## config.mk

```make
export PLATFORM = sky130hd
export DESIGN_NAME = multicore_sched
export DESIGN_NICKNAME = d
export VERILOG_FILES = /design/src/rtl/multicore_pkg.sv /design/src/rtl/mc_rr_arbiter.sv /design/src/rtl/multicore_sched.sv
export SDC_FILE = /design/constraint.sdc
export NUM_CORES = 1
export LEC_CHECK = 0
export ABC_AREA = 1
export CAP_MARGIN = 20
export CORE_AREA = 2 2 410 412
export CTS_BUF_LIST = sky130_fd_sc_hd__clkbuf_8
export CTS_CLUSTER_DIAMETER = 30
export DETAILED_ROUTE_END_ITERATION = 8
export DIE_AREA = 0 0 412 414
export PLACE_DENSITY_LB_ADDON = 0.1
export SKIP_CTS_REPAIR_TIMING = 1
export SYNTH_ARGS = -nofsm -noshare
export SYNTH_HDL_FRONTEND = slang
export SYNTH_SLANG_ARGS = --single-unit
```

## constraint.sdc

```tcl
create_clock -name clk -period 10.2 [get_ports clk]
set_input_delay 3.06 -clock clk [delete_from_list [all_inputs] [get_ports clk]]
set_output_delay 3.06 -clock clk [all_outputs]
set_load 0.01 [all_outputs]
```

## src/rtl/multicore_pkg.sv

```systemverilog
// Shared types and helpers for the multicore scheduler front-end.
// Holds the sequencer state encoding, arbitration mode codes and a popcount.
package multicore_pkg;

    typedef enum logic [1:0] {
        IDLE    = 2'd0,
        RELEASE = 2'd1,
        RUN     = 2'd2
    } fsm_state_t;

    localparam int ARB_FIXED = 0;
    localparam int ARB_RR    = 1;

    // Popcount operates on a fixed-width vector; callers zero-extend their request mask.
    localparam int MAX_CORES = 256;
    localparam int PC_W      = 9;

    function automatic logic [PC_W-1:0] popcount(input logic [MAX_CORES-1:0] v);
        logic [PC_W-1:0] c;
        c = '0;
        for (int i = 0; i < MAX_CORES; i++) begin
            c = c + PC_W'(v[i]);
        end
        return c;
    endfunction

endpackage

```

## src/rtl/mc_rr_arbiter.sv

```systemverilog
// N-way arbiter with one-hot grant: fixed priority (lowest index) or round-robin.
// The round-robin pointer lives here and moves past the winner on every grant.
module mc_rr_arbiter
    import multicore_pkg::*;
#(
    parameter int N    = 4,
    parameter int ID_W = $clog2(N)
) (
    input  logic            clk,
    input  logic            rst,
    input  logic            rr_mode,
    input  logic            take,
    input  logic [N-1:0]    req,
    output logic [N-1:0]    grant,
    output logic [ID_W-1:0] grant_id,
    output logic            grant_vld
);

    logic [ID_W-1:0] ptr;
    logic [ID_W-1:0] start;
    logic [2*N-1:0]  rot;
    logic [ID_W-1:0] off;
    logic            found;
    logic [ID_W:0]   sum;

    // Rotate the requests so the search always begins at bit 0, then map back.
    always_comb begin
        start = rr_mode ? ptr : '0;
        rot   = {req, req} >> start;
        found = 1'b0;
        off   = '0;
        for (int i = 0; i < N; i++) begin
            if (!found && rot[i]) begin
                found = 1'b1;
                off   = ID_W'(i);
            end
        end
        sum = {1'b0, start} + {1'b0, off};
        if (sum >= (ID_W+1)'(N)) begin
            sum = sum - (ID_W+1)'(N);
        end
        grant_id  = sum[ID_W-1:0];
        grant_vld = found && take;
        grant     = grant_vld ? (N'(1) << grant_id) : '0;
    end

    always_ff @(posedge clk or negedge rst) begin
        if (!rst) begin
            ptr <= '0;
        end else if (grant_vld) begin
            ptr <= (grant_id == ID_W'(N-1)) ? '0 : grant_id + 1'b1;
        end
    end

endmodule

```

## src/rtl/multicore_sched.sv

```systemverilog
// Multicore front-end: staggered core reset release, result arbitration into a
// registered valid/ready output stage, and a saturating count of lost results.
module multicore_sched
    import multicore_pkg::*;
#(
    parameter int N_CORES  = 29,
    parameter int OUT_W    = 28,
    parameter int EN_W     = 4,
    parameter int STAGGER  = 13,
    parameter int ARB_MODE = 0,
    parameter int CNT_W    = 16,
    parameter int ID_W     = $clog2(N_CORES)
) (
    input  logic                     clk,
    input  logic                     rst,
    input  logic                     restart,
    input  logic [N_CORES-1:0]       core_mask,
    output logic [N_CORES-1:0]       core_rst,
    input  logic [N_CORES*OUT_W-1:0] core_out,
    input  logic [N_CORES*EN_W-1:0]  core_en,
    output logic                     seq_done,
    output logic                     out_valid,
    input  logic                     out_ready,
    output logic [OUT_W-1:0]         out_data,
    output logic [EN_W-1:0]          out_en,
    output logic [ID_W-1:0]          out_id,
    output logic [CNT_W-1:0]         drop_cnt,
    output fsm_state_t               state_dbg
);

    localparam int SLOT_W = $clog2(N_CORES + 1);
    localparam int CW     = (STAGGER > 1) ? $clog2(STAGGER) : 1;
    localparam int SUM_W  = CNT_W + PC_W;

    fsm_state_t          state;
    logic [N_CORES-1:0]  mask_q;
    logic [SLOT_W-1:0]   slot;
    logic [CW-1:0]       cnt;
    logic [N_CORES-1:0]  slot_hot;

    logic [N_CORES-1:0]   req;
    logic [MAX_CORES-1:0] req_ext;
    logic [N_CORES-1:0]   grant;
    logic [ID_W-1:0]      grant_id;
    logic                 grant_vld;
    logic                 take;
    logic [OUT_W-1:0]     sel_data;
    logic [EN_W-1:0]      sel_en;
    logic [PC_W-1:0]      lost;
    logic [SUM_W-1:0]     drop_sum;

    assign state_dbg = state;
    assign slot_hot  = N_CORES'(1) << slot;
    assign take      = !out_valid || out_ready;

    always_ff @(posedge clk or negedge rst) begin
        if (!rst) begin
            state    <= IDLE;
            mask_q   <= '0;
            slot     <= '0;
            cnt      <= '0;
            core_rst <= '1;
            seq_done <= 1'b0;
        end else if (restart) begin
            state    <= IDLE;
            core_rst <= '1;
            seq_done <= 1'b0;
        end else begin
            case (state)
                IDLE: begin
                    mask_q <= core_mask;
                    slot   <= '0;
                    cnt    <= '0;
                    state  <= RELEASE;
                end
                RELEASE: begin
                    // slot == N_CORES marks the cycle after the last slot has run out.
                    if (slot == SLOT_W'(N_CORES)) begin
                        state    <= RUN;
                        seq_done <= 1'b1;
                    end else begin
                        if (cnt == '0) begin
                            core_rst <= core_rst & ~(mask_q & slot_hot);
                        end
                        if (cnt == CW'(STAGGER - 1)) begin
                            cnt  <= '0;
                            slot <= slot + 1'b1;
                        end else begin
                            cnt <= cnt + 1'b1;
                        end
                    end
                end
                RUN: begin
                end
                default: state <= IDLE;
            endcase
        end
    end

    always_comb begin
        req     = '0;
        req_ext = '0;
        for (int k = 0; k < N_CORES; k++) begin
            req[k] = (core_en[k*EN_W +: EN_W] != '0) && !core_rst[k];
        end
        req_ext[N_CORES-1:0] = req;
    end

    mc_rr_arbiter #(
        .N    (N_CORES),
        .ID_W (ID_W)
    ) u_arb (
        .clk       (clk),
        .rst       (rst),
        .rr_mode   (ARB_MODE == ARB_RR),
        .take      (take),
        .req       (req),
        .grant     (grant),
        .grant_id  (grant_id),
        .grant_vld (grant_vld)
    );

    always_comb begin
        sel_data = '0;
        sel_en   = '0;
        for (int k = 0; k < N_CORES; k++) begin
            if (grant[k]) begin
                sel_data = core_out[k*OUT_W +: OUT_W];
                sel_en   = core_en[k*EN_W +: EN_W];
            end
        end
    end

    // Output stage: valid/ready; a beat transfers when out_valid && out_ready,
    // and a new result may load whenever the register is empty or being drained.
    always_ff @(posedge clk or negedge rst) begin
        if (!rst) begin
            out_valid <= 1'b0;
            out_data  <= '0;
            out_en    <= '0;
            out_id    <= '0;
        end else if (grant_vld) begin
            out_valid <= 1'b1;
            out_data  <= sel_data;
            out_en    <= sel_en;
            out_id    <= grant_id;
        end else if (out_valid && out_ready) begin
            out_valid <= 1'b0;
        end
    end

    // Cores pulse their enables, so anything not granted this cycle is gone.
    assign lost     = popcount(req_ext) - PC_W'(grant_vld);
    assign drop_sum = SUM_W'(drop_cnt) + SUM_W'(lost);

    always_ff @(posedge clk or negedge rst) begin
        if (!rst) begin
            drop_cnt <= '0;
        end else if (drop_sum[SUM_W-1:CNT_W] != '0) begin
            drop_cnt <= '1;
        end else begin
            drop_cnt <= drop_sum[CNT_W-1:0];
        end
    end

endmodule

```

==> impl_metrics.tcl <==
set metrics [dict create \
    synth-seq-area-share 0.212 \
    hold_depth 2 \
    fp-row-count 150 \
    pwr_density_cell_nw_per_um2 100 \
    crit_path_end_kind "register" \
    max_cap_violations 0 \
    slew_headroom 0.262 \
    tightestPinTransition_ns 1.11 \
    syn_inst 2636 \
    drc 0 \
    grt_overflow_total 0 \
    detailed_place_hpwl_mm 144 \
    totalPowerFinal_mw 3.15 \
    synth_flop_cell "sky130_fd_sc_hd__dfrtp_1" \
    start_util 0.0889 \
    timing.rr.end "drop_cnt[15]" \
    cts_inserted_buffers 17 \
    global_route_wire_length_before_repair_mm 213 \
    setup_repair_after_global_routing_missed_its_margin "true" \
    worstHoldStart "mask_q[24]" \
    crit_path_start_kind "primary input" \
    first_global_vias 23300 \
    buffer_ports.inserted 1046 \
    finalWeightedCongestion 0.896 \
    critical_path_arrival_ns 10.97 \
    final_period_minus_worst_setup_slack_ns 10.49 \
    setup_violations_final 16 \
    cts_tree "built" \
    stdcell_area_sq_um 31400 \
    die-width_um 412 \
    io_pins 1047 \
    clk_path_buf_depth 2 \
    crit_slowest_cell "sky130_fd_sc_hd__fa_1" \
    peak_fanout_along_the_critical_path 3 \
    mappedNetlistArea_sq_um 14800 \
    number_of_enable_type_register_cells_in_the_synthesized_netlist 0 \
    rrSetupSlack_ns 1.83 \
    met2RoutedLength_mm 83.6 \
    maxClockFrequency_mhz 95.3 \
    path_delay_family "adder cells" \
    drt-wirelength-per-cell_um 26.4 \
    reg2regPathDepth 44 \
    clock-root-buffer "sky130_fd_sc_hd__clkbuf_8" \
    place.detailed.instances 6128 \
    layout-area-overhead-vs-synth_pct 112 \
    number_of_failing_hold_endpoints_at_the_final_stage 0 \
    antenna_violations_before_repair 67 \
    vias 22800 \
    synth_fp_nets 3651 \
    fin_crit_sh 1.03 \
    failed_checks "setup timing" \
    ir_drop_v 0.0000985 \
    clock_sink_count 124 \
    routed_via_density 3.67 \
    detailroute.wirelength.met3_mm 9.83 \
    hold_ws_ns 0.484 \
    clk_pin_slew_ns 0.08 \
    met1Wirelength_mm 67.3 \
    post_synthesis_mean_instance_area_sq_um 5.61 \
    worstHoldPathType "reg -> reg" \
    h_tree_depth 4 \
    first_iter_violations 1301 \
    design.die.area_sq_um 171000 \
    cp_common_cell "sky130_fd_sc_hd__nor2_4" \
    leakage_nw 13.9 \
    placed_area_sq_um 30600 \
    clock_insertion_delay_worst_skew_ns 0.55 \
    detail_route.first_pass.iterations 5 \
    synth.yosys.warnings 0 \
    nets 4974 \
    final_critical_path_setup_slack_ns -0.290 \
    top_layer_used "met5" \
    crit_required_ns 10.68 \
    finish.cell_count_without_fillers 6194 \
    setup_tns_ns -3.23 \
    reg2reg_from "core_rst[0]" \
    final_max_slew_viol_count 0 \
    run_status "complete, but fails checks" \
    drt_wl_total_mm 163 \
    grt_util_all_layers 0.184 \
    hold-path-endpoint "mask_q[24]" \
    clock-skew-final_ns 0.0229 \
    ant_nets 0 \
    timing.critical_path.buf_inv 6 \
    async_reset_ff_frac 1.00 \
    worst-setup-path-type "in -> reg" \
    die-height_um 414 \
    proportion_of_layout_cells_with_a_drive_suffix_above_1 0.149 \
    synth.distinct_cells 53 \
    cpPeakStageDelay_ns 0.52 \
    core_area_sq_um 166000 \
    synth.ff_latch_count 124 \
    grt_max_degree 64 \
]
## kinds of logic (layout without fill, tap and decap cells)
family / Yosys count / after routing / share of synthesized area
AND/OR/NAND/NOR: 1810 / 1810 / 0.530
flip-flops: 124 / 124 / 0.212
AO/OA/AOI/OAI: 146 / 146 / 0.0655
buffers and inverters: 491 / 1827 / 0.127
XOR/XNOR: 11 / 11 / 0.00652
adder cells (fa/ha/maj): 54 / 54 / 0.0579
other: 0 / 18 / 0
## synthesized netlist by cell type (4+ instances only)
cell,n,share of area
sky130_fd_sc_hd__a21o_1,4,0.0020
sky130_fd_sc_hd__a21oi_1,31,0.010
sky130_fd_sc_hd__a21oi_2,20,0.012
sky130_fd_sc_hd__a41oi_1,5,0.0030
sky130_fd_sc_hd__and2_1,4,0.0017
sky130_fd_sc_hd__buf_1,4,0.0010
sky130_fd_sc_hd__buf_2,11,0.0037
sky130_fd_sc_hd__clkbuf_1,87,0.022
sky130_fd_sc_hd__dfrtp_1,95,0.16
sky130_fd_sc_hd__dfstp_2,29,0.052
sky130_fd_sc_hd__fa_1,24,0.033
sky130_fd_sc_hd__ha_1,30,0.025
sky130_fd_sc_hd__inv_1,375,0.095
sky130_fd_sc_hd__inv_2,9,0.0023
sky130_fd_sc_hd__nand2_1,908,0.23
sky130_fd_sc_hd__nand2_2,6,0.0025
sky130_fd_sc_hd__nand3_1,167,0.057
sky130_fd_sc_hd__nand4_1,208,0.088
sky130_fd_sc_hd__nor2_1,449,0.11
sky130_fd_sc_hd__nor2_4,7,0.0053
sky130_fd_sc_hd__nor3_1,26,0.0088
sky130_fd_sc_hd__nor3b_1,9,0.0046
sky130_fd_sc_hd__nor4_1,8,0.0034
sky130_fd_sc_hd__o21ai_0,55,0.019
sky130_fd_sc_hd__o21bai_1,4,0.0020
sky130_fd_sc_hd__o41ai_1,14,0.0083
sky130_fd_sc_hd__or2_2,4,0.0017
sky130_fd_sc_hd__xor2_1,8,0.0047
## worst max-delay path by stage
stage | startpoint | endpoint | depth (start not counted) | slack (ns)
finish | core_en[1] | drop_cnt[15] | 46 | -0.29
global route | core_en[1] | drop_cnt[15] | 46 | -0.61
CTS | core_en[0] | drop_cnt[13] | 46 | -1.06
detailed placement | core_en[0] | drop_cnt[15] | 45 | -1.66
global placement | core_en[0] | drop_cnt[15] | 45 | -1.63
floorplan | core_en[11] | drop_cnt[15] | 45 | -0.91
## state kept, by name, indices dropped and copies added (netlist names)
register	count
out_id	5
cnt	4
out_valid	1
state_dbg	2
core_rst	29
seq_done	1
slot	5
out_en	4
out_data	28
mask_q	29
drop_cnt	16
## per-stage QoR
stage               utilization  setup slack, ns
floorplan                     -           -0.906
global placement          0.184            -1.63
detailed placement        0.184            -1.66
CTS                       0.186            -1.06
global route              0.189           -0.605
finish                    0.189           -0.290
## metal layers
layer / GRT usage / vias to the layer above
li1: - / 11000
met1: 0.222 / 10800
met2: 0.337 / 802
met3: 0.0369 / 140
met4: 0.0302 / 34
met5: 0 / -
## cell usage in the layout, fill, tap and decap left out, types with 11 or more instances in the layout
master / count
sky130_fd_sc_hd__clkdlybuf4s50_1: 1009
sky130_fd_sc_hd__nor2_4: 27
sky130_fd_sc_hd__inv_1: 364
sky130_fd_sc_hd__ha_1: 27
sky130_fd_sc_hd__buf_4: 353
sky130_fd_sc_hd__clkbuf_8: 18
sky130_fd_sc_hd__clkbuf_2: 11
sky130_fd_sc_hd__nand3_1: 161
sky130_fd_sc_hd__dlymetal6s2s_1: 20
sky130_fd_sc_hd__o21ai_0: 45
sky130_fd_sc_hd__fa_1: 21
sky130_fd_sc_hd__a21oi_1: 22
sky130_fd_sc_hd__inv_2: 17
sky130_fd_sc_hd__nor2_1: 426
sky130_fd_sc_hd__dfstp_2: 29
sky130_fd_sc_hd__a21oi_2: 29
sky130_fd_sc_hd__dfrtp_1: 95
sky130_fd_sc_hd__diode_2: 18
sky130_fd_sc_hd__nor3_1: 19
sky130_fd_sc_hd__nand2_2: 11
sky130_fd_sc_hd__nand4_1: 208
sky130_fd_sc_hd__nand2_1: 899
## power breakdown
group	leakage (nW)	switching (mW)	total, mW	internal, mW
clock network	0.188	0.261	0.464	0.203
logic	12.2	1.00	1.97	0.970
registers	1.49	0.100	0.712	0.612
## worst min-delay path, delay by kind of cell, from the launching register on
family	cells	cell delay (ns)
AND/OR/NAND/NOR	2	0.10
flip-flops	1	0.35
## layout make-up
cell class | count | area, sq um
tap | 2204 | 2760
clock inverter | 14 | 135
sequential | 124 | 3140
antenna | 18 | 45.0
fill | 19400 | 135000
clock buffer | 18 | 248
multi-input combinational | 2021 | 10300
inverter | 385 | 1450
timing repair buffer | 1410 | 13300
(Power assumes the default switching activity.)
